==> src/rtl/lsu_pkg.sv <==
// rtl/lsu_pkg.sv - shared funct3 codes, FSM state type and byte-enable helper for the LSU
// Contents: F3_* funct3 constants, lsu_state_t, be_mask() size/offset -> byte-enable decode.
package lsu_pkg;

    localparam logic [2:0] F3_B  = 3'b000;
    localparam logic [2:0] F3_H  = 3'b001;
    localparam logic [2:0] F3_W  = 3'b010;
    localparam logic [2:0] F3_D  = 3'b011;
    localparam logic [2:0] F3_BU = 3'b100;
    localparam logic [2:0] F3_HU = 3'b101;
    localparam logic [2:0] F3_WU = 3'b110;

    typedef enum logic [1:0] {
        S_IDLE = 2'd0,
        S_RD   = 2'd1,
        S_WR   = 2'd2,
        S_RESP = 2'd3
    } lsu_state_t;

    // size = funct3[1:0] (0=B, 1=H, 2=W, 3=D); off = byte offset within the doubleword.
    // Only meaningful for aligned accesses; misaligned ones never reach memory.
    function automatic logic [7:0] be_mask(input logic [1:0] size, input logic [2:0] off);
        logic [7:0] base;
        case (size)
            2'd0:    base = 8'h01;
            2'd1:    base = 8'h03;
            2'd2:    base = 8'h0F;
            default: base = 8'hFF;
        endcase
        return base << off;
    endfunction

endpackage

==> src/rtl/lsu_lane_align.sv <==
// rtl/lsu_lane_align.sv - byte-lane extraction/extension, store merge and alignment check
// Ports: addr_i (byte offset), funct3_i, old_i (doubleword from memory), wdata_i (right-aligned
//        store data) -> load_data_o (extended load), merged_o (old with lanes replaced),
//        misaligned_o.
module lsu_lane_align
    import lsu_pkg::*;
(
    input  logic [2:0]  addr_i,
    input  logic [2:0]  funct3_i,
    input  logic [63:0] old_i,
    input  logic [63:0] wdata_i,
    output logic [63:0] load_data_o,
    output logic [63:0] merged_o,
    output logic        misaligned_o
);

    logic [63:0] shifted_old;
    logic [63:0] shifted_wdata;
    logic [7:0]  be;

    // Little-endian: the addressed byte moves to bit 0 for loads, and bit 0 of
    // the store data moves up to the addressed byte for stores.
    assign shifted_old   = old_i >> {addr_i, 3'b000};
    assign shifted_wdata = wdata_i << {addr_i, 3'b000};
    assign be            = be_mask(funct3_i[1:0], addr_i);

    always_comb begin
        merged_o = old_i;
        for (int i = 0; i < 8; i++) begin
            if (be[i]) begin
                merged_o[i*8 +: 8] = shifted_wdata[i*8 +: 8];
            end
        end
    end

    always_comb begin
        case (funct3_i)
            F3_B:    load_data_o = {{56{shifted_old[7]}}, shifted_old[7:0]};
            F3_H:    load_data_o = {{48{shifted_old[15]}}, shifted_old[15:0]};
            F3_W:    load_data_o = {{32{shifted_old[31]}}, shifted_old[31:0]};
            F3_BU:   load_data_o = {56'd0, shifted_old[7:0]};
            F3_HU:   load_data_o = {48'd0, shifted_old[15:0]};
            F3_WU:   load_data_o = {32'd0, shifted_old[31:0]};
            default: load_data_o = shifted_old;
        endcase
    end

    always_comb begin
        case (funct3_i[1:0])
            2'd1:    misaligned_o = addr_i[0];
            2'd2:    misaligned_o = |addr_i[1:0];
            2'd3:    misaligned_o = |addr_i;
            default: misaligned_o = 1'b0;
        endcase
    end

endmodule

==> src/rtl/load_store_unit.sv <==
// rtl/load_store_unit.sv - single-outstanding load/store initiator for the doubleword data memory
// Ports: clk, rst_n; request req_valid/req_ready/req_write/req_funct3/req_addr/req_wdata;
//        response resp_valid/resp_rdata/resp_fault; memory mem_address/mem_write_data/
//        mem_read/mem_wr/mem_read_data.
module load_store_unit
    import lsu_pkg::*;
#(
    parameter int XLEN = 64
) (
    input  logic            clk,
    input  logic            rst_n,
    input  logic            req_valid,
    output logic            req_ready,
    input  logic            req_write,
    input  logic [2:0]      req_funct3,
    input  logic [XLEN-1:0] req_addr,
    input  logic [XLEN-1:0] req_wdata,
    output logic            resp_valid,
    output logic [XLEN-1:0] resp_rdata,
    output logic            resp_fault,
    output logic [XLEN-1:0] mem_address,
    output logic [XLEN-1:0] mem_write_data,
    output logic            mem_read,
    output logic            mem_wr,
    input  logic [XLEN-1:0] mem_read_data
);

    lsu_state_t      state_q, state_d;
    logic [2:0]      off_q;
    logic [2:0]      funct3_q;
    logic            write_q;
    logic            fault_q;
    logic [XLEN-1:0] wdata_q;
    logic [XLEN-1:0] rdata_q;
    logic [XLEN-1:0] mem_addr_q;
    logic [XLEN-1:0] mem_wdata_q;

    logic [2:0]      align_off;
    logic [2:0]      align_f3;
    logic [XLEN-1:0] load_data;
    logic [XLEN-1:0] merged;
    logic            misaligned;
    logic            illegal;
    logic            fault_now;
    logic            accept;

    // One aligner serves both phases: in IDLE it sees the incoming request so the
    // fault check happens at accept; afterwards it sees the latched request.
    assign align_off = (state_q == S_IDLE) ? req_addr[2:0] : off_q;
    assign align_f3  = (state_q == S_IDLE) ? req_funct3    : funct3_q;

    lsu_lane_align u_align (
        .addr_i      (align_off),
        .funct3_i    (align_f3),
        .old_i       (mem_read_data),
        .wdata_i     (wdata_q),
        .load_data_o (load_data),
        .merged_o    (merged),
        .misaligned_o(misaligned)
    );

    assign illegal   = req_write ? req_funct3[2] : (req_funct3 == 3'b111);
    assign fault_now = illegal | misaligned;
    assign accept    = (state_q == S_IDLE) && req_valid;

    // State register
    always_ff @(posedge clk or negedge rst_n) begin
        if (!rst_n) begin
            state_q <= S_IDLE;
        end else begin
            state_q <= state_d;
        end
    end

    // Next-state logic
    always_comb begin
        state_d = state_q;
        case (state_q)
            S_IDLE: begin
                if (req_valid) begin
                    if (fault_now) begin
                        state_d = S_RESP;
                    end else if (req_write && (req_funct3 == F3_D)) begin
                        state_d = S_WR;
                    end else begin
                        state_d = S_RD;
                    end
                end
            end
            S_RD:    state_d = write_q ? S_WR : S_RESP;
            S_WR:    state_d = S_RESP;
            default: state_d = S_IDLE;
        endcase
    end

    // Outputs; mem_wr decodes straight from state_q so an asynchronous reset drops it at once.
    always_comb begin
        req_ready  = (state_q == S_IDLE);
        resp_valid = (state_q == S_RESP);
        resp_fault = (state_q == S_RESP) && fault_q;
        mem_read   = (state_q == S_RD);
        mem_wr     = (state_q == S_WR);
    end

    // Datapath registers
    always_ff @(posedge clk or negedge rst_n) begin
        if (!rst_n) begin
            off_q       <= '0;
            funct3_q    <= '0;
            write_q     <= 1'b0;
            fault_q     <= 1'b0;
            wdata_q     <= '0;
            rdata_q     <= '0;
            mem_addr_q  <= '0;
            mem_wdata_q <= '0;
        end else begin
            if (accept) begin
                off_q       <= req_addr[2:0];
                funct3_q    <= req_funct3;
                write_q     <= req_write;
                fault_q     <= fault_now;
                wdata_q     <= req_wdata;
                mem_addr_q  <= {req_addr[XLEN-1:3], 3'b000};
                // Full doubleword stores go straight to WR with the raw data.
                mem_wdata_q <= req_wdata;
            end
            if (state_q == S_RD) begin
                if (write_q) begin
                    mem_wdata_q <= merged;
                end else begin
                    rdata_q <= load_data;
                end
            end
            // Stores and faults report zero data, updated only as RESP is entered.
            if ((state_q == S_WR) || (accept && fault_now)) begin
                rdata_q <= '0;
            end
        end
    end

    assign resp_rdata     = rdata_q;
    assign mem_address    = mem_addr_q;
    assign mem_write_data = mem_wdata_q;

endmodule

==> config.mk <==
export PLATFORM = sky130hd
export DESIGN_NAME = load_store_unit
export DESIGN_NICKNAME = d
export VERILOG_FILES = /design/src/rtl/lsu_pkg.sv /design/src/rtl/lsu_lane_align.sv /design/src/rtl/load_store_unit.sv
export SDC_FILE = /design/constraint.sdc
export NUM_CORES = 1
export LEC_CHECK = 0
export BUFFER_PORTS_ARGS = -buffer_cell sky130_fd_sc_hd__buf_2
export CORE_MARGIN = 3
export CORE_UTILIZATION = 54
export DETAILED_ROUTE_END_ITERATION = 7
export PLACE_DENSITY = 0.82
export SYNTH_ARGS = -nofsm -noshare
export SYNTH_HDL_FRONTEND = slang
export SYNTH_SLANG_ARGS = --single-unit
export TNS_END_PERCENT = 100
==> constraint.sdc <==
create_clock -name clk -period 2.7 [get_ports clk]
set_input_delay 0.54 -clock clk [delete_from_list [all_inputs] [get_ports clk]]
set_output_delay 0.54 -clock clk [all_outputs]
set_load 0.03 [all_outputs]
Yosys cells after proc, flatten, opt, wreduce, memory -nomap -nowiden
Cells that the tools add are included.
{"block": "word_totals", "output_inout_bits": 197, "in_bits": 199, "register_bits": 263}
{"block": "classes", "n_reduce_logical": 12, "shifts": 3, "n_bitwise": 1, "mux": 25, "eq_ne": 15}
{"op": "$mux W64", "count": 6}
{"op": "$pmux W64 S6", "count": 1}
{"op": "$mux W8", "count": 8}
{"op": "$shl A64 B6 Y64", "count": 1}
{"op": "$shr A64 B6 Y64", "count": 1}
{"op": "$pmux W8 S3", "count": 1}
{"op": "$eq A3 B3 Y1 const B", "count": 4}
{"op": "$eq A2 B2 Y1 const B", "count": 4}
{"op": "$shl A8 B3 Y8", "count": 1}
{"op": "$eq A3 B2 Y1 const B", "count": 2}
{"op": "$mux W2", "count": 3}
{"op": "$mux W3", "count": 2}
{"op": "$pmux W2 S3", "count": 1}
{"op": "$eq A2 B1 Y1 const B", "count": 2}
{"op": "$logic_and A1 B1 Y1", "count": 4}
{"op": "$logic_not A2 Y1", "count": 2}
{"op": "$eq A3 B1 Y1 const B", "count": 1}
{"op": "$logic_not A3 Y1", "count": 1}
{"op": "$pmux W1 S3", "count": 1}
{"op": "$reduce_or A3 Y1", "count": 1}
{"op": "$mux W1", "count": 2}
{"op": "$ne A2 B1 Y1 const B", "count": 1}
{"op": "$ne A2 B2 Y1 const B", "count": 1}
{"op": "$reduce_and A2 Y1", "count": 1}
{"op": "other kinds (4)", "count": 4}

Depth between registers and ports, before layout
Gate-level depths: netlist of the first run.
{"block": "logic_depth", "ltp_word": 9, "depth_mapped": 12}

Modules after synthesis
Synthesis of the first run repeated with hierarchy kept, for this count alone.
{"block": "hier_totals", "cells_unflattened": 1695, "hier_area_um2": 15329.7}
{"mod": "load_store_unit", "area_per_inst_um2": 10637.7, "seq_area_each_um2": 6581.3, "cells_each": 1155, "instances": 1}
{"mod": "lsu_lane_align", "area_per_inst_um2": 4692.0, "seq_area_each_um2": 0.0, "cells_each": 540, "instances": 1}

Worst setup path before layout of the first run
No wires, ideal clock.
{"block": "synth_path", "path_type": "reg2reg", "startpoint": "register state_q[0]", "endpoint": "register rdata_q[62] (netlist: resp_rdata[62])", "setup_slack_ns": -0.086, "setup_ns": 0.128, "synth_period_minus_slack_ns": 2.786, "arrival_ns": 2.658, "n_path_buf": 3, "stages_incl_launch_ff": 12, "cell_sequence": "dfrtp_1 -> inv_1 -> ha_1 -> buf_6 -> mux2_2 -> buf_6 -> and2_1 -> a32oi_1 -> o221ai_2 -> a211oi_4 -> buf_6 -> o31ai_1"}
{"block": "synth_between", "elab_chain_len": 9, "word_cells_on_any_way": 29, "cone_classes": "eq/ne: 11; shift: 1; mux: 7; bitwise: 1; reduce/logical: 9"}
{"element": "start: declaration", "line_no": "load_store_unit.sv:28", "rtl": "lsu_state_t state_q, state_d;"}
{"element": "start signal: assignment", "line_no": "load_store_unit.sv:71", "rtl": "state_q <= state_d;"}
{"element": "$logic_not A2 Y1 (*)"}
{"element": "named net req_ready", "line_no": "load_store_unit.sv:13", "rtl": "output logic req_ready,"}
{"element": "branches (longest 8 deep; another with $shr A64 B6 Y64)"}
{"element": "end signal: assignment", "line_no": "load_store_unit.sv:131", "rtl": "rdata_q <= load_data;"}
{"element": "end: declaration", "line_no": "load_store_unit.sv:34", "rtl": "logic [XLEN-1:0] rdata_q;"}
Mark *: on every way through the listed nets, which the timed path passes. The select of a mux whose other input is x is not followed.
A chain may end at the register's enable or synchronous reset.

Worst setup path in the final report of the first run
{"block": "layout_path", "startpoint": "register state_q[0]", "endpoint": "register rdata_q[39] (netlist: resp_rdata[39])"}
{"block": "layout_between", "elab_chain_len": 9, "word_cells_on_any_way": 29, "cone_classes": "eq/ne: 11; shift: 1; mux: 7; bitwise: 1; reduce/logical: 9"}
{"element": "branches (longest 9 deep; another with $shr A64 B6 Y64)"}
Parallel ways; which one is timed is not known. The select of a mux whose other input is x is not followed.

==> flow_metrics.py, run 1 <==
metrics = {
    "worst_setup_path": {
        "r2r_slack_ns": 0.0006,
        "path_cells": "inv_2 > ha_4 > buf_12 > mux2_4 > mux2i_4 > o22ai_4 > o211a_4 > a211oi_4 > bufbuf_16 > o21ai_2",
        "critPathKind": "reg2reg",
        "cp-startpoint": "state_q[0]$_DFFE_PN0P_",
        "max_stage_delay_ns": 0.40,
        "required_ns": 3.13,
        "worst-path-buf-inv": 3,
        "rr_startpoint": "state_q[0]$_DFFE_PN0P_",
        "critPathLaunchType": "flop",
        "critical_path.top_delay_family": "compound AO/OA/AOI/OAI gates",
        "endpoint_kind": "flop",
        "cp_data_arrival_time_ns": 3.13,
        "slowest_stage": "dfrtp_1",
        "critPathMaxFanout": 16,
    },
    "global_route": {
        "grt_max_degree": 85,
        "grt.overflow.total": 0,
        "grt_pass1_vias": 15000,
        "grtUsageTotal_pct": 41.1,
        "antenna_found_initial": 1,
        "grt_pass1_wl_mm": 92.1,
    },
    "sta": {
        "period_needed_ns": 2.70,
        "hold_viol_final": 2,
        "skew_ns": 0.0262,
        "slew_headroom_pct": 53.7,
        "timing.hold.ws_ns": -0.00349,
        "period_share_pct": 100,
        "finalWorstSetupSlack_ns": 0.000609,
        "tightest_slew_ns": 0.695,
        "timing.fmax_mhz": 370,
        "slew_violations": 0,
        "rsz0062_at_grt": "true",
        "setup_viol_count_final": 0,
    },
    "final_layout": {
        "antennaDiodeCount": 0,
        "finalNetCount": 2350,
        "area_delta_synth_final_pct": 32.0,
        "fin_area_um2": 19300,
        "drive_above_1_share_pct": 33.2,
    },
    "clock_tree": {
        "cts.clk_slew.worst_paths_ns": 0.06,
        "clk_latency_ns": 0.56,
        "numCtsBuffers": 28,
        "cts_tree": "yes",
        "clock-sinks": 263,
        "ctsHtreeMaxLevel": 1,
        "clockBufferDepth": 3,
        "root_buffer": "clkbuf_16",
    },
    "power_and_ir_drop": {
        "power_leakage_nw": 10.1,
        "powerDensity_nw_per_um2": 1660,
        "peakVddDrop_mv": 0.813,
    },
    "floorplanning": {
        "die_height_um": 171,
        "rows": 59,
        "initial_core_util_pct": 55.5,
        "fp.coreArea_um2": 26400,
        "die_w_um": 171,
        "dieArea_um2": 29100,
        "io_pins": 396,
    },
    "synth": {
        "syn_area_per_cell_um2": 8.77,
        "synthDistinctLibCells": 58,
        "ys_seq_elements": 263,
        "syn-cell-area_um2": 14600,
        "ys_seq_area_share_pct": 45.0,
        "synthCells": 1668,
        "synth_edf_count": 0,
        "async_reset_ff_share_pct": 100,
        "synthFlopType": "dfrtp_1",
        "ys.warnings.count": 0,
    },
    "routing": {
        "post_drt_wl_per_cell_um": 25.1,
        "vias": 16000,
        "drc": 0,
        "antenna_left": 0,
        "first_pass_iters": 7,
        "routed_via_density": 6.38,
        "drtIter0Drc": 2232,
        "finalWirelength_mm": 62.7,
    },
    "flow_run": {
        "maxCapViolCount": 0,
    },
    "placement": {
        "gp_congestion": 1.03,
        "placed_cell_area_um2": 18000,
        "hpwl_mm": 46.2,
        "pre_cts_ws_ns": 0.00552,
        "io_buffers": 392,
    },
    "min_path": {
        "worstHoldPathType": "in2async",
    },
    "outcome": {
        "status": "finished with violations",
        "violations": "negative hold slack",
    },
}
## layer usage
metal | vias to the layer above | share of wire (%) | GRT usage, % | wire length [um]
met3 | 208 | 11 | 7.90 | 7190
met1 | 7664 | 39 | 58.4 | 24700
met4 | 2 | 4.4 | 15.5 | 2790
met2 | 1228 | 45 | 62.9 | 28000
li1 | 6874 | - | - | -
met5 | - | 0.021 | 0 | 13
## power breakdown
part | switching (W) | internal [W] | leakage, nW | total, W
Sequential | 0.00153 | 0.00575 | 3.33 | 0.00728
Combinational | 0.0130 | 0.00797 | 6.38 | 0.0209
Clock | 0.00165 | 0.00213 | 0.439 | 0.00378
Total | 0.0161 | 0.0158 | 10.1 | 0.0320
## cell families (layout without fill, tap and decap cells)
family | Yosys count | in the layout | share of synthesized area, %
mux | 142 | 144 | 10.3
compound gates | 484 | 484 | 22.5
fa+ha+maj | 4 | 4 | 0.342
simple gates | 628 | 628 | 17.4
buf+inv | 146 | 642 | 4.49
flops | 263 | 263 | 45.0
other cells | 1 | 3 | 0.0256
## placed cells by master, fill, tap and decap left out, types with 15 or more instances in the layout
master / Yosys / layout
nor2_1: 28 / 26
nand3_1: 25 / 25
a32oi_1: 37 / 37
dfrtp_1: 263 / 263
buf_4: 6 / 162
a211oi_1: 52 / 52
mux2_2: 17 / 16
a21o_1: 52 / 52
mux2i_1: 119 / 108
and3_1: 36 / 35
clkbuf_16: 0 / 31
a31oi_1: 25 / 25
buf_2: 21 / 391
o21ai_2: 25 / 25
nand2_1: 514 / 511
a21oi_1: 80 / 80
o21ai_0: 107 / 107
a22oi_1: 16 / 15
o22ai_1: 23 / 20
buf_12: 0 / 24
## synth_stat cells, types with 2 or more instances
master     count  share of area (%)
nand2_1      514                 13
dfrtp_1      263                 45
mux2i_1      119                8.1
o21ai_0      107                3.7
clkbuf_1      97                2.5
a21oi_1       80                2.7
a211oi_1      52                2.7
a21o_1        52                2.7
a32oi_1       37                2.2
and3_1        36                1.5
nor2_1        28               0.72
a31oi_1       25                1.1
nand3_1       25               0.86
o21ai_2       25                1.5
o22ai_1       23               0.98
buf_2         21               0.72
mux2_2        17                1.3
a22oi_1       16               0.82
o211ai_1      12               0.62
a22o_1        10               0.60
and2_1        10               0.43
a221oi_1       9               0.54
nand2b_1       9               0.38
buf_6          8               0.62
inv_1          8               0.21
a2bb2oi_1      6               0.36
buf_1          6               0.15
buf_4          6               0.31
o21a_1         5               0.26
o31ai_2        5               0.43
ha_1           4               0.34
o31ai_1        3               0.15
a211o_1        2               0.12
mux2i_4        2               0.31
mux4_2         2               0.31
nor3_1         2              0.068
## layout make-up
type	instances	area, um2
inverters	8	30.0
flip-flops and latches	263	6580
fillers	1978	7040
repair buffers	583	3770
clock buffers	40	827
multi-input cells	1263	7620
well taps	335	419
clock inverters	11	70.1
## worst register-to-register path, delay by kind of cell (launching register included)
family,cells,cell delay (ns)
muxes,2,0.63
DFF,1,0.40
buffers and inverters,3,0.62
AOI/OAI and AO/OA,4,0.75
adders and majority gates,1,0.19
## worst paths after layout
path	to	cells after the start
max	resp_rdata[39]$_DFFE_PN0P_	10
min	resp_rdata[60]$_DFFE_PN0P_	1
max reg2reg	resp_rdata[39]$_DFFE_PN0P_	10
min reg2reg	fault_q$_DFFE_PN0P_	1
max in group asynchronous	mem_write_data[16]$_DFF_PN0_	2
min in group clk	mem_address[44]$_DFFE_PN0P_	3
## what timing repair did
item	CTS	global route
cloned	1	4
endpoints found under the setup margin	6	58
pin swaps	1	8
gates resized for setup	6	28
hold buffers	0	0
setup buffers	5	9
## state kept, by name, summed over array words and instances (netlist names)
name / flops
mem_write_data: 64
resp_rdata: 64
wdata_q: 64
mem_address: 61
funct3_q: 3
off_q: 3
state_q: 2
fault_q: 1
write_q: 1
## metrics by stage
stage                     utilization, %  hold slack [ns]  instances  setup TNS, ns  total power, W
after floorplan                        -            0.244       1670              0          0.0187
after global placement              68.4            0.452       2433              0          0.0263
after detailed placement            68.4            0.457       2433              0          0.0265
after CTS                           72.3           0.0165       2490              0          0.0308
after global routing                73.3           0.0373       2503         -0.636          0.0334
final                               73.3         -0.00349       2503              0          0.0320
Note: power is estimated with default switching activity, not from simulation.
==> inputs of run 2 (changes only) <==
--- a/config.mk
+++ b/config.mk
@@ -9,8 +9,9 @@
 export CORE_MARGIN = 3
 export CORE_UTILIZATION = 54
 export DETAILED_ROUTE_END_ITERATION = 7
-export PLACE_DENSITY = 0.82
+export PLACE_DENSITY = 0.81
 export SYNTH_ARGS = -nofsm -noshare
 export SYNTH_HDL_FRONTEND = slang
+export SYNTH_HIERARCHICAL = 1
 export SYNTH_SLANG_ARGS = --single-unit
 export TNS_END_PERCENT = 100
==> flow_metrics.py, run 2 <==
metrics = {
    "clock_tree": {
        "clockBufferDepth": 3,
        "clock-sinks": 263,
        "numCtsBuffers": 29,
        "cts_tree": "yes",
        "clk_latency_ns": 0.56,
        "ctsHtreeMaxLevel": 1,
        "root_buffer": "clkbuf_16",
        "cts.clk_slew.worst_paths_ns": 0.07,
    },
    "min_path": {
        "hold_depth": 3,
        "worstHoldPathType": "in2reg",
    },
    "worst_setup_path": {
        "critPathMaxFanout": 8,
        "critPathKind": "reg2reg",
        "max_stage_delay_ns": 0.46,
        "slowest_stage": "a221oi_4",
        "reg2reg_depth": 12,
        "worst_path_most_repeated_cell": "buf_12",
        "required_ns": 3.11,
        "cp_data_arrival_time_ns": 3.20,
        "path_cells": "inv_2 > ha_4 > buf_12 > mux2_4 > buf_6 > a21o_1 > a221oi_4 > buf_12 > nor2_2 > a221o_1 > nor2_1 > a31oi_1",
        "critPathLaunchType": "flop",
        "endpoint_kind": "flop",
    },
    "sta": {
        "rsz0062_at_grt": "true",
        "slew_headroom_pct": 51.2,
        "timing.hold.ws_ns": 0.167,
        "period_share_pct": 103,
        "timing.fmax_mhz": 358,
        "setup_viol_count_final": 11,
        "hold_viol_final": 0,
        "skew_ns": 0.0140,
        "finalWorstSetupSlack_ns": -0.0911,
        "tightest_slew_ns": 0.733,
        "slew_violations": 0,
        "period_needed_ns": 2.79,
    },
    "synth": {
        "synth_edf_count": 0,
        "ys_seq_area_share_pct": 42.9,
        "synthCells": 1695,
        "synth_common_cells": "nand2_1, dfrtp_1, nor2_1, a31oi_1, mux4_2",
        "async_reset_ff_share_pct": 100,
        "synth.most_common_cell": "nand2_1",
        "ys_seq_elements": 263,
        "synthDistinctLibCells": 53,
        "synth_top_area_share_pct": 42.9,
        "syn_area_per_cell_um2": 9.04,
        "ys.warnings.count": 6,
        "synth_largest_area_cell": "dfrtp_1",
        "yosys-top-cells-area": "dfrtp_1, nand2_1, mux4_2, mux2_2, mux2i_1",
        "syn-cell-area_um2": 15300,
        "synthFlopType": "dfrtp_1",
    },
    "final_layout": {
        "drive_above_1_share_pct": 37.3,
        "final_common_cell": "nand2_1",
        "fin_area_um2": 19700,
        "area_delta_synth_final_pct": 28.4,
        "finalNetCount": 2304,
        "final_cell_mix": "nand2_1, buf_2, dfrtp_1",
    },
    "power_and_ir_drop": {
        "power_frac_clock_pct": 12.9,
        "powerDensity_nw_per_um2": 1580,
        "combPwrFrac_pct": 64.4,
        "p_switching_w": 0.0151,
        "p_int_w": 0.0159,
        "p_sw_share_pct": 48.7,
        "peakVddDrop_mv": 0.830,
        "power_leakage_nw": 9.78,
        "seq_power_share_pct": 22.8,
    },
    "global_route": {
        "antenna_found_initial": 12,
        "grt_max_degree": 106,
        "grt.overflow.total": 0,
        "grt_pass1_wl_mm": 86.2,
        "grt_pass1_vias": 14600,
        "grtUsageTotal_pct": 36.2,
    },
    "floorplanning": {
        "rows": 61,
        "die_w_um": 174,
        "fp.coreArea_um2": 27900,
        "dieArea_um2": 30400,
        "io_pins": 396,
        "initial_core_util_pct": 55.0,
        "die_height_um": 174,
    },
    "routing": {
        "antenna_left": 0,
        "routed_via_density": 6.12,
        "drc": 0,
        "drtIter0Drc": 2177,
        "first_pass_iters": 7,
        "post_drt_wl_per_cell_um": 23.1,
        "finalWirelength_mm": 58.0,
        "vias": 15400,
    },
    "outcome": {
        "violations": "negative setup slack",
        "status": "finished with violations",
    },
    "flow_run": {
        "maxCapViolCount": 0,
    },
    "placement": {
        "hpwl_mm": 41.6,
        "gp_congestion": 1.04,
        "placed_cell_area_um2": 18000,
        "io_buffers": 392,
        "pre_cts_ws_ns": -0.324,
    },
}
-- run 2: cell count changes in the layout (fill, tap and decap cells not counted), moves of 37 or more --
cell	change
a21oi_1	-59
mux4_2	+65
a31oi_1	+42
buf_4	-81
a21o_1	-49
mux2i_1	-63
a211oi_1	-52
nand2_1	+172
a21oi_2	+57
o21ai_0	-89
a32oi_1	-37
nor2_1	+59
-- run 2: cell families (layout without fill, tap and decap cells) --
logic type,count (synthesis),in the layout,share of synthesized area (%)
muxes,168,169,16.9
adders and majority gates,4,4,0.326
and+or+nand+nor,840,840,21.7
AOI/OAI and AO/OA,271,273,12.7
other,1,14,0.0245
DFF,263,263,42.9
buffers and inverters,148,572,5.45
-- run 2: final timing paths --
check                                             from                            to  slack [ns]
setup / recovery                state_q[0]$_DFFE_PN0P_  mem_write_data[32]$_DFF_PN0_       -0.09
hold / removal                             req_addr[6]    mem_address[6]$_DFFE_PN0N_        0.17
setup reg to reg                state_q[0]$_DFFE_PN0P_  mem_write_data[32]$_DFF_PN0_       -0.09
hold reg to reg            mem_address[29]$_DFFE_PN0N_   mem_address[29]$_DFFE_PN0N_        0.47
max in group asynchronous                        rst_n    resp_rdata[50]$_DFFE_PN0P_        1.37
min in group asynchronous                        rst_n   mem_address[16]$_DFFE_PN0N_        0.55
-- run 2: cell type report --
| class | count | area (um2) |
|---|---|---|
| multi-input combinational | 1289 | 8300 |
| inverter | 7 | 31.3 |
| fill | 2186 | 8180 |
| clock inverter | 13 | 114 |
| antenna | 11 | 27.5 |
| timing repair buffer | 511 | 3300 |
| tap | 378 | 473 |
| sequential | 263 | 6580 |
| clock buffer | 41 | 851 |
-- run 2: routing by layer --
metal	GRT usage, %	wire length (um)	part of all wire, %	up-vias
li1	-	-	-	6643
met2	54.4	26200	45	1147
met3	7.36	6440	11	246
met5	0	22	0.038	-
met4	19.7	3900	6.7	4
met1	49.6	21500	37	7350
-- run 2: repair_timing --
action,4_1_cts,5_1_grt
setup buffers,0,18
endpoints found under the hold margin,6,0
gates cloned,2,9
gates resized for setup,10,72
pin swaps,1,24
hold buffers,1,0
endpoints found under the setup margin,38,105
-- run 2: power groups by stage --
stage / Combinational, W / Clock, W / Sequential, W
4_1_cts: 0.0183 / 0.00401 / 0.00696
3_5_place_dp: 0.0180 / 0 / 0.00699
5_1_grt: 0.0211 / 0.00419 / 0.00715
2_1_floorplan: 0.0107 / 0 / 0.00873
6_report: 0.0200 / 0.00399 / 0.00706
3_3_place_gp: 0.0177 / 0 / 0.00695
-- run 2: critical path: cells and delay by family (launching register included) --
| family | cells | cell delay [ns] |
|---|---|---|
| compound gates | 4 | 1.00 |
| buf+inv | 4 | 0.56 |
| flops | 1 | 0.39 |
| mux | 1 | 0.33 |
| simple gates | 2 | 0.19 |
| fa+ha+maj | 1 | 0.18 |
-- run 2: metrics by stage --
| step | utilization [%] | power, W | setup TNS (ns) | std cells |
|---|---|---|---|---|
| 2_1_floorplan | - | 0.0194 | -4.11 | 1697 |
| 3_3_place_gp | 64.7 | 0.0247 | -7.36 | 2419 |
| 3_5_place_dp | 64.7 | 0.0250 | -8.55 | 2419 |
| 4_1_cts | 68.5 | 0.0292 | 0 | 2476 |
| 5_1_grt | 70.6 | 0.0325 | -1.38 | 2511 |
| 6_report | 70.6 | 0.0310 | -0.225 | 2513 |
==> inputs of run 3 (changes only) <==
--- a/config.mk
+++ b/config.mk
@@ -9,7 +9,7 @@
 export CORE_MARGIN = 3
 export CORE_UTILIZATION = 54
 export DETAILED_ROUTE_END_ITERATION = 7
-export PLACE_DENSITY = 0.81
+export PLACE_DENSITY_LB_ADDON = 0.15
 export SYNTH_ARGS = -nofsm -noshare
 export SYNTH_HDL_FRONTEND = slang
 export SYNTH_HIERARCHICAL = 1
==> flow_metrics.py, run 3 (same netlist as run 2, synthesis figures left out) <==
metrics = {
    "worst_setup_path": {
        "critPathMaxFanout": 18,
        "required_ns": 3.10,
        "max_stage_delay_ns": 0.46,
        "endpoint_kind": "flop",
        "critical_path.top_delay_family": "multiplexers",
        "cp_data_arrival_time_ns": 3.08,
        "critPathKind": "reg2reg",
        "worst-path-buf-inv": 2,
        "worst_path_most_repeated_cell": "mux2_2",
        "slowest_stage": "mux2_8",
        "path_cells": "inv_2 > ha_4 > mux2_8 > buf_4 > mux4_2 > mux2_2 > mux2_2 > nor2_1 > a31oi_1",
        "critPathLaunchType": "flop",
    },
    "sta": {
        "setup_viol_count_final": 0,
        "setup_tns_ns": 0,
        "slew_violations": 0,
        "period_share_pct": 99.0,
        "period_needed_ns": 2.67,
        "rsz0062_at_grt": "true",
        "tightest_slew_ns": 0.742,
        "skew_ns": 0.0126,
        "timing.fmax_mhz": 374,
        "hold_viol_final": 0,
        "slew_headroom_pct": 50.5,
    },
    "final_layout": {
        "drive_above_1_share_pct": 35.7,
        "finalNetCount": 2298,
        "multi_input_comb_area_um2": 8090,
        "fillers": 2294,
        "final_cell_mix": "nand2_1, buf_2, dfrtp_1",
        "area_delta_synth_final_pct": 25.3,
        "seq_area_um2": 6580,
        "final_common_cell": "nand2_1",
    },
    "routing": {
        "antenna_left": 0,
        "finalWirelength_mm": 56.0,
        "drc": 0,
        "vias": 14800,
        "post_drt_wl_per_cell_um": 22.5,
        "first_pass_iters": 5,
        "drtIter0Drc": 1630,
        "routed_via_density": 5.93,
    },
    "global_route": {
        "grt_pass1_wl_mm": 85.7,
        "antenna_found_initial": 4,
        "grt_max_degree": 135,
        "grtUsageTotal_pct": 36.0,
        "grt_pass1_vias": 14300,
        "grt.overflow.total": 0,
    },
    "clock_tree": {
        "cts_tree": "yes",
        "cts.clk_slew.worst_paths_ns": 0.06,
        "clockBufferDepth": 3,
        "clk_latency_ns": 0.56,
        "root_buffer": "clkbuf_16",
        "numCtsBuffers": 27,
        "clock-sinks": 263,
        "ctsHtreeMaxLevel": 1,
    },
    "outcome": {
        "status": "finished, final reports clean",
    },
    "placement": {
        "gp_congestion": 0.954,
        "hpwl_mm": 42.1,
        "io_buffers": 392,
    },
    "floorplanning": {
        "initial_core_util_pct": 55.0,
        "io_pins": 396,
        "die_height_um": 174,
        "fp.coreArea_um2": 27900,
        "rows": 61,
        "dieArea_um2": 30400,
        "die_w_um": 174,
    },
    "power_and_ir_drop": {
        "power_leakage_nw": 9.66,
        "powerDensity_nw_per_um2": 1550,
        "total_power_w": 0.0297,
        "peakVddDrop_mv": 0.743,
    },
    "min_path": {
        "worstHoldPathType": "in2reg",
    },
    "flow_run": {
        "maxCapViolCount": 0,
    },
}
[run 3: changes by cell type in the layout (fill, tap and decap cells not counted), sizes merged]
| cell | previous run | this run |
|---|---|---|
| inv | 8 | 7 |
| clkinv | 7 | 9 |
| buf | 505 | 508 |
| o31ai | 6 | 4 |
| clkinvlp | 4 | 0 |
| mux2 | 53 | 52 |
| clkbuf | 46 | 34 |
| diode | 11 | 4 |
[run 3: worst register-to-register path: stages, from the launching register on]
cell and delay (ns):
dfrtp_1 0.42, inv_2 0.10, ha_4 0.19, mux2_8 0.46, buf_4 0.20, mux4_2 0.41
mux2_2 0.29, mux2_2 0.29, nor2_1 0.12, a31oi_1 0.06
[run 3: routing by layer]
metal  track usage (%)  up-vias  share of wire (%)
met5                 0        -                  0
met4              13.1        0                4.1
met3              5.90      137                8.3
met2              57.5      782                 47
met1              50.2     7231                 41
li1                  -     6615                  -
[run 3: layout make-up]
| cell class | count | area share, % |
|---|---|---|
| multi-input cells | 1286 | 42.1 |
| flip-flops and latches | 263 | 34.3 |
| repair buffers | 510 | 16.7 |
| clock buffers | 33 | 3.84 |
| well taps | 378 | 2.46 |
| clock inverters | 10 | 0.410 |
| inverters | 7 | 0.137 |
| diodes | 4 | 0.0521 |
[run 3: worst paths after layout]
check / startpoint / end / slack (ns) / cells past startpoint
worst max-delay path: state_q[1]$_DFFE_PN0P_ / mem_write_data[54]$_DFF_PN0_ / 0.03 / 9
worst min-delay path: req_addr[56] / mem_address[56]$_DFFE_PN0N_ / 0.17 / 3
worst max register to register: state_q[1]$_DFFE_PN0P_ / mem_write_data[54]$_DFF_PN0_ / 0.03 / 9
worst min register to register: mem_address[27]$_DFFE_PN0N_ / mem_address[27]$_DFFE_PN0N_ / 0.47 / 2
max in group asynchronous: rst_n / mem_write_data[2]$_DFF_PN0_ / 1.39 / 3
min in group asynchronous: rst_n / mem_address[14]$_DFFE_PN0N_ / 0.57 / 2
[run 3: stage by stage]
stage	worst slack [ns]	cells	instance area, um2	hold WS, ns	util (%)
2_1_floorplan	-0.0689	1697	15400	0.244	-
5_1_grt	-0.0470	2490	19200	0.179	68.9
6_report	0.0274	2491	19200	0.170	68.9
4_1_cts	0.00784	2478	19000	0.160	68.3
3_5_place_dp	0.0154	2434	18200	0.457	65.3
3_3_place_gp	0.0298	2434	18200	0.452	65.3
[run 3: report_power, final]
part | internal [W] | switching (W)
sequential | 0.00561 | 0.00139
combinational | 0.00765 | 0.0114
clock | 0.00201 | 0.00160
total | 0.0153 | 0.0144
[run 3: what timing repair did]
action | CTS | global route
gates resized for setup | 1 | 21
hold buffers | 1 | 0
hold endpoints to repair | 15 | 0
gates cloned | 0 | 1
buffers inserted | 0 | 8
endpoints found under the setup margin | 1 | 79
